$ cat config.mk
export PLATFORM = sky130hd
export DESIGN_NAME = upstream_sched
export DESIGN_NICKNAME = d
export VERILOG_FILES = /design/src/rtl/upstream_pkg.sv /design/src/rtl/upstream_rr_arb.sv /design/src/rtl/upstream_sched.sv
export SDC_FILE = /design/constraint.sdc
export NUM_CORES = 1
export LEC_CHECK = 0
export CORE_MARGIN = 3
export CORE_UTILIZATION = 46
export DETAILED_ROUTE_END_ITERATION = 8
export GPL_ROUTABILITY_DRIVEN = 0
export PLACE_DENSITY = 0.89
export SLEW_MARGIN = 20
export SYNTH_ARGS = -nofsm -noshare
export SYNTH_HDL_FRONTEND = slang
export SYNTH_HIERARCHICAL = 1
export SYNTH_SLANG_ARGS = --single-unit
export TNS_END_PERCENT = 5
$ cat constraint.sdc
create_clock -name clk -period 3.3 [get_ports clk]
set_clock_uncertainty 0.15 [all_clocks]
set_input_delay 0.495 -clock clk [delete_from_list [all_inputs] [get_ports clk]]
set_output_delay 0.495 -clock clk [all_outputs]
set_load 0.02 [all_outputs]
$ cat src/rtl/upstream_pkg.sv
// Shared types and defaults for the upstream scheduler: FSM encoding and
// chunk sizing helpers.
package upstream_pkg;

  typedef enum logic [2:0] {
    ST_IDLE = 3'd0,
    ST_LOAD = 3'd1,
    ST_RUN  = 3'd2,
    ST_CLR  = 3'd3,
    ST_ACK  = 3'd4
  } sched_state_e;

  localparam int NREQ_DEFAULT      = 4;
  localparam int MAX_CHUNK_DEFAULT = 2048;
  localparam int PAUSE_THR_DEFAULT = 4;

  // Next busif transfer size: whatever remains, capped at the chunk limit.
  function automatic logic [15:0] chunk_of(input logic [15:0] rem,
                                           input logic [15:0] cap);
    return (rem > cap) ? cap : rem;
  endfunction

endpackage

$ cat src/rtl/upstream_rr_arb.sv
// Combinational round-robin picker: first set request at or after ptr_i,
// wrapping modulo NREQ.
module upstream_rr_arb #(
  parameter int NREQ = 4
) (
  input  logic [NREQ-1:0] req_i,
  input  logic [2:0]      ptr_i,
  output logic            found_o,
  output logic [2:0]      idx_o
);

  // Walk offsets from farthest to nearest so the nearest hit is written last.
  always_comb begin
    found_o = 1'b0;
    idx_o   = 3'd0;
    for (int off = NREQ - 1; off >= 0; off--) begin
      for (int i = 0; i < NREQ; i++) begin
        if (req_i[i] && (i == (int'(ptr_i) + off) % NREQ)) begin
          found_o = 1'b1;
          idx_o   = 3'(i);
        end
      end
    end
  end

endmodule

$ cat src/rtl/upstream_sched.sv
// Round-robin scheduler sharing one upstream busif among NREQ DMA requesters,
// splitting each request into chunks of at most MAX_CHUNK bytes.
module upstream_sched
  import upstream_pkg::*;
#(
  parameter int NREQ      = NREQ_DEFAULT,
  parameter int MAX_CHUNK = MAX_CHUNK_DEFAULT,
  parameter int PAUSE_THR = PAUSE_THR_DEFAULT
) (
  input  logic               clk,
  input  logic               rst_n,
  input  logic [NREQ-1:0]    req_valid,
  input  logic [NREQ*32-1:0] req_addr,
  input  logic [NREQ*16-1:0] req_len,
  output logic [NREQ-1:0]    req_ack,
  output logic               busy,
  output logic [2:0]         grant_id,
  input  logic [7:0]         fifo_space,
  output logic               bif_start,
  output logic               bif_pause,
  input  logic               bif_done,
  output logic [31:0]        bif_addr,
  output logic [15:0]        bif_length,
  output sched_state_e       dbg_state_o
);

  localparam logic [15:0] CHUNK_CAP   = 16'(MAX_CHUNK);
  localparam logic [8:0]  PAUSE_LIMIT = 9'(PAUSE_THR);

  sched_state_e    state_q;
  logic [2:0]      rr_ptr_q;
  logic [2:0]      grant_id_q;
  logic            busy_q;
  logic [NREQ-1:0] req_ack_q;
  logic [31:0]     cur_addr_q;
  logic [15:0]     rem_q;
  logic [15:0]     chunk_q;
  logic            bif_start_q;
  logic            bif_pause_q;
  logic [31:0]     bif_addr_q;
  logic [15:0]     bif_length_q;

  logic            arb_found;
  logic [2:0]      arb_idx;
  logic [31:0]     sel_addr;
  logic [15:0]     sel_len;
  logic [15:0]     chunk_d;
  logic [NREQ-1:0] ack_onehot;
  logic [2:0]      rr_ptr_d;

  upstream_rr_arb #(.NREQ(NREQ)) u_arb (
    .req_i   (req_valid),
    .ptr_i   (rr_ptr_q),
    .found_o (arb_found),
    .idx_o   (arb_idx)
  );

  always_comb begin
    sel_addr   = '0;
    sel_len    = '0;
    ack_onehot = '0;
    for (int i = 0; i < NREQ; i++) begin
      if (arb_idx == 3'(i)) begin
        sel_addr = req_addr[32*i +: 32];
        sel_len  = req_len[16*i +: 16];
      end
      ack_onehot[i] = (grant_id_q == 3'(i));
    end
  end

  assign chunk_d  = chunk_of(rem_q, CHUNK_CAP);
  assign rr_ptr_d = (grant_id_q == 3'(NREQ - 1)) ? 3'd0 : grant_id_q + 3'd1;

  // Busif handshake: bif_start is a level held until bif_done rises; the next
  // start may only follow once bif_done has been seen low again (CLR), and
  // bif_addr/bif_length only change in LOAD, so they are stable throughout.
  // The IDLE cycle in which req_ack is visible does not arbitrate, giving the
  // acked requester one cycle to drop req_valid.
  always_ff @(posedge clk or negedge rst_n) begin
    if (!rst_n) begin
      state_q      <= ST_IDLE;
      rr_ptr_q     <= '0;
      grant_id_q   <= '0;
      busy_q       <= 1'b0;
      req_ack_q    <= '0;
      cur_addr_q   <= '0;
      rem_q        <= '0;
      chunk_q      <= '0;
      bif_start_q  <= 1'b0;
      bif_pause_q  <= 1'b0;
      bif_addr_q   <= '0;
      bif_length_q <= '0;
    end else begin
      bif_pause_q <= ({1'b0, fifo_space} < PAUSE_LIMIT);
      req_ack_q   <= '0;
      case (state_q)
        ST_IDLE: begin
          if (arb_found && (req_ack_q == '0)) begin
            cur_addr_q <= sel_addr;
            rem_q      <= sel_len;
            grant_id_q <= arb_idx;
            busy_q     <= 1'b1;
            state_q    <= ST_LOAD;
          end
        end
        ST_LOAD: begin
          if (rem_q == '0) begin
            state_q <= ST_ACK;
          end else if (!bif_done) begin
            chunk_q      <= chunk_d;
            bif_addr_q   <= cur_addr_q;
            bif_length_q <= chunk_d;
            bif_start_q  <= 1'b1;
            state_q      <= ST_RUN;
          end
        end
        ST_RUN: begin
          if (bif_done) begin
            bif_start_q <= 1'b0;
            cur_addr_q  <= cur_addr_q + {16'd0, chunk_q};
            rem_q       <= rem_q - chunk_q;
            state_q     <= ST_CLR;
          end
        end
        ST_CLR: begin
          if (!bif_done) begin
            state_q <= (rem_q != '0) ? ST_LOAD : ST_ACK;
          end
        end
        ST_ACK: begin
          req_ack_q <= ack_onehot;
          busy_q    <= 1'b0;
          rr_ptr_q  <= rr_ptr_d;
          state_q   <= ST_IDLE;
        end
        default: state_q <= ST_IDLE;
      endcase
    end
  end

  assign req_ack     = req_ack_q;
  assign busy        = busy_q;
  assign grant_id    = grant_id_q;
  assign bif_start   = bif_start_q;
  assign bif_pause   = bif_pause_q;
  assign bif_addr    = bif_addr_q;
  assign bif_length  = bif_length_q;
  assign dbg_state_o = state_q;

endmodule

# Word-level counts from Yosys, hierarchy flattened
# Cells that the tools add are included.
# word_totals
ff_bits	110
in_bits	207
output_inout_bits	61
wordCells	152
# classes
n_addsub	6
magnitude_cmp	2
n_eq_ne	28
muxes	61
bitwise	5
reduce_logical	39
# op_table
cell	count
32-bit two-way mux	6
32-bit logical NOT	4
16-bit two-way mux	7
32-bit case mux with 2 select lines	1
32-bit by 16-bit adder with 32-bit output	1
16-bit case mux with 2 select lines	1
2-bit two-way mux	15
1-bit two-way mux	21
3-bit equality test, first input constant	6
3-bit two-way mux	6
1-bit logical AND	17
16-bit by 12-bit greater-than comparator with 1-bit output, second input constant	1
16-bit logical NOT	1
16-bit nonzero test	1
16-bit subtractor	1
3-bit case mux with 4 select lines	1
2-bit != test, second input constant	5
2-bit by 3-bit equality test with 1-bit output, first input constant	3
3-bit logical NOT	3
2-bit equality test, second input constant	4
8-bit by 3-bit < comparator with 1-bit output, second input constant	1
4-bit AND reduction	2
3-bit by 2-bit equality test with 1-bit output, second input constant	2
3-bit AND reduction	2
other kinds (16)	29

# Longest topological paths before layout
# logic_depth
word_depth	27
mapped_depth	12
ltp_nobuf	12

# Modules after synthesis
# The synthesis kept the hierarchy.
# modules_own_cells
mod	instances	cells_per_inst	area_per_inst_um2	seq_area_each_um2
upstream_sched	1	786	7541.0	2802.7
upstream_rr_arb	1	13	80.1	0.0

# Worst setup path before layout
# OpenSTA, ideal clock, no wires.
# synth_path
kind	flip-flop to flip-flop
start	reg, netlist name bif_length[0]
end	reg rem_q[12]
setup_time_ns	0.135
arrival_time_ns	2.577
required_time_ns	3.015
setup_slack_ns	0.438
stages_incl_launch_ff	12
n_path_buf	0
synth_period_minus_slack_ns	2.862
cell_sequence	dfrtp_1 -> ha_1 -> inv_1 -> fa_1 -> a21o_1 -> a21o_1 -> a2111oi_2 -> o31ai_1 -> a21o_1 -> a21oi_1 -> xor2_1 -> o21ai_0
# synth_lines
element	line_no	source
end signal, assigned	upstream_sched.sv:100	rem_q <= sel_len;
end signal, assigned	upstream_sched.sv:121	rem_q <= rem_q - chunk_q;
end, declared	upstream_sched.sv:36	logic [15:0] rem_q;

==> metrics.cfg <==
[timing]
setup_ws_ns = 0.192
maxSlewHeadroom_pct = 46.2
rsz0062_at_grt = false
clock.fmax_mhz = 322
post-route-period-util_pct = 94.2
hold_violations = 0
slew_violations = 0
period_needed_ns = 3.11
worst_pin_slew_ns = 0.807
setup_tns_ns = 0
setup_viol = 0

[cts]
cts_setup_buffers = 0
clock_latency_ns = 0.37
cts-root-buf = clkbuf_16
path_clk_slew_ns = 0.07
tritoncts = done
clkSinkCount = 111
cts_buffers = 9
cts_buffer_depth = 2
holdBufCountCts = 0
htreeDepth = 3

[logic_synthesis]
yosysWarnings = 6
synth_nets = 1039
syn-mean-instance-area_um2 = 9.54
syn_inst = 795
synthesis.area_mm2 = 0.00758

[power_and_ir_drop]
total_power_mw = 7.90
total_leakage_power_nw = 4.40
cellPowerDensity_mw_per_mm2 = 724
ir_drop_mv = 0.420

[global_routing]
grt_max_degree = 62
grt_overflow = 0
grt_pass1_wl_mm = 40.4
antenna_found_initial = 1
grt_pass1_vias = 7901
track_usage_pct = 28.4

[die]
io_pins = 268
die_y_um = 134
num_rows = 46
coreArea_mm2 = 0.0160
die_w_um = 134
die_area_mm2 = 0.0181
start_util_pct = 47.4

[detailed_routing]
num_vias = 7675
totalWireLength_mm = 25.8
vias_per_cell = 6.02
dr.first_iter.drc_count = 608
drc = 0
detail_route.wl_per_cell_um = 20.2
firstDrtPassIters = 5
final_antenna_net_count = 0

[placement]
io_buffers = 265
pre_cts_ws_ns = 0.163
dp_hpwl_mm = 20.2

[worst_setup_path]
end_kind = register
start_kind = register
crit_type = reg -> reg
cp.arrival_ns = 3.16
cp_slowest_stage_delay_ns = 0.42
cp_slowest_cell = dfrtp_1
path_max_fanout = 4
cp.required_ns = 3.36
cpMostUsedCell = o311ai_0
cp_cell_sequence = ha_1 > fa_1 > a211oi_1 > o21ai_1 > nand4_1 > a31oi_1 > and2_1 > nand2_1 > o311ai_0 > o311ai_0

[finish]
layout.nets = 1298
antenna_cells = 0
syn_to_final_growth_pct = 43.9
drive_above_1_share_pct = 12.4
multi_input_area_mm2 = 0.00450
fin_util_pct = 68.2
fillers = 1278
regArea_mm2 = 0.00278

[outcome]
status = finished, final reports clean

[hold_path]
hold_path_class = in -> async

[job]
drv_cap = 0

per-layer routing:
layer	track usage (%)	up-vias	wire, um
li1	-	3514	-
met1	33.7	3717	9880
met2	49.9	379	13100
met3	7.73	63	2050
met4	9.45	2	768
met5	0	-	17
layout by cell type, fill, tap and decap left out, types with 9 or more instances in the layout:
cell type,count
a21o_1,17
a21oi_1,58
a22oi_1,9
and2_1,9
buf_4,25
clkbuf_16,9
clkdlybuf4s50_1,264
dfrtp_1,111
ha_1,35
inv_1,30
mux2_2,47
mux2i_1,12
mux4_2,21
nand2_1,71
nand3_1,15
nor2_1,49
nor3_1,16
o21ai_0,67
o221ai_1,15
o22ai_1,19
o311ai_0,14
xnor2_1,11
xor2_1,14
worst max-delay path: cells and delay by family, from the launching register on:
kind | cells | cell delay, ns
adder cells (fa/ha/maj) | 2 | 0.51
AND/OR/NAND/NOR | 3 | 0.66
flip-flops | 1 | 0.42
AO/OA/AOI/OAI | 5 | 1.21
worst paths after layout:
check	startpoint	end	slack (ns)	cells after the start
worst min register to register	bif_addr[17]	bif_addr[17]	0.33	2
worst max-delay path	bif_length[0]	cur_addr_q[24]	0.19	10
worst min-delay path	rst_n	cur_addr_q[3]	0.07	1
max in group asynchronous	rst_n	bif_addr[12]	2.18	2
min in group clk	bif_addr[17]	bif_addr[17]	0.33	2
worst max register to register	bif_length[0]	cur_addr_q[24]	0.19	10
power breakdown:
group          internal (mW)  switching (mW)  total [mW]
registers               1.88           0.509        2.39
logic                   2.03            2.35        4.38
clock network          0.592           0.540        1.13
total                   4.50            3.40        7.90
what timing repair did:
item,4_1_cts,5_1_grt
hold endpoints to repair,0,0
setup endpoints to repair,0,2
gates resized for setup,0,1
layout make-up:
type	count	share of cell area [%]
clock inverter	7	0.642
clock buffer	9	2.06
multi-input combinational	607	41.3
tap	216	2.48
sequential	111	25.5
timing repair buffer	295	27.0
inverter	30	1.03
metrics by stage:
stage / hold slack (ns) / instances / area (um2)
after floorplan: 0.0494 / 795 / 7580
after global routing: 0.124 / 1275 / 10900
final: 0.0686 / 1275 / 10900
after global placement: 0.319 / 1259 / 10600
after detailed placement: 0.322 / 1259 / 10600
after CTS: 0.0970 / 1275 / 10900
registers in the layout (all words and copies together) (netlist names):
register	cells
cur_addr_q	32
bif_start	1
busy	1
rr_ptr_q	2
rem_q	16
bif_pause	1
req_ack	4
bif_addr	32
bif_length	16
grant_id	3
dbg_state_o	3
Power figures use the tool's default switching activity.
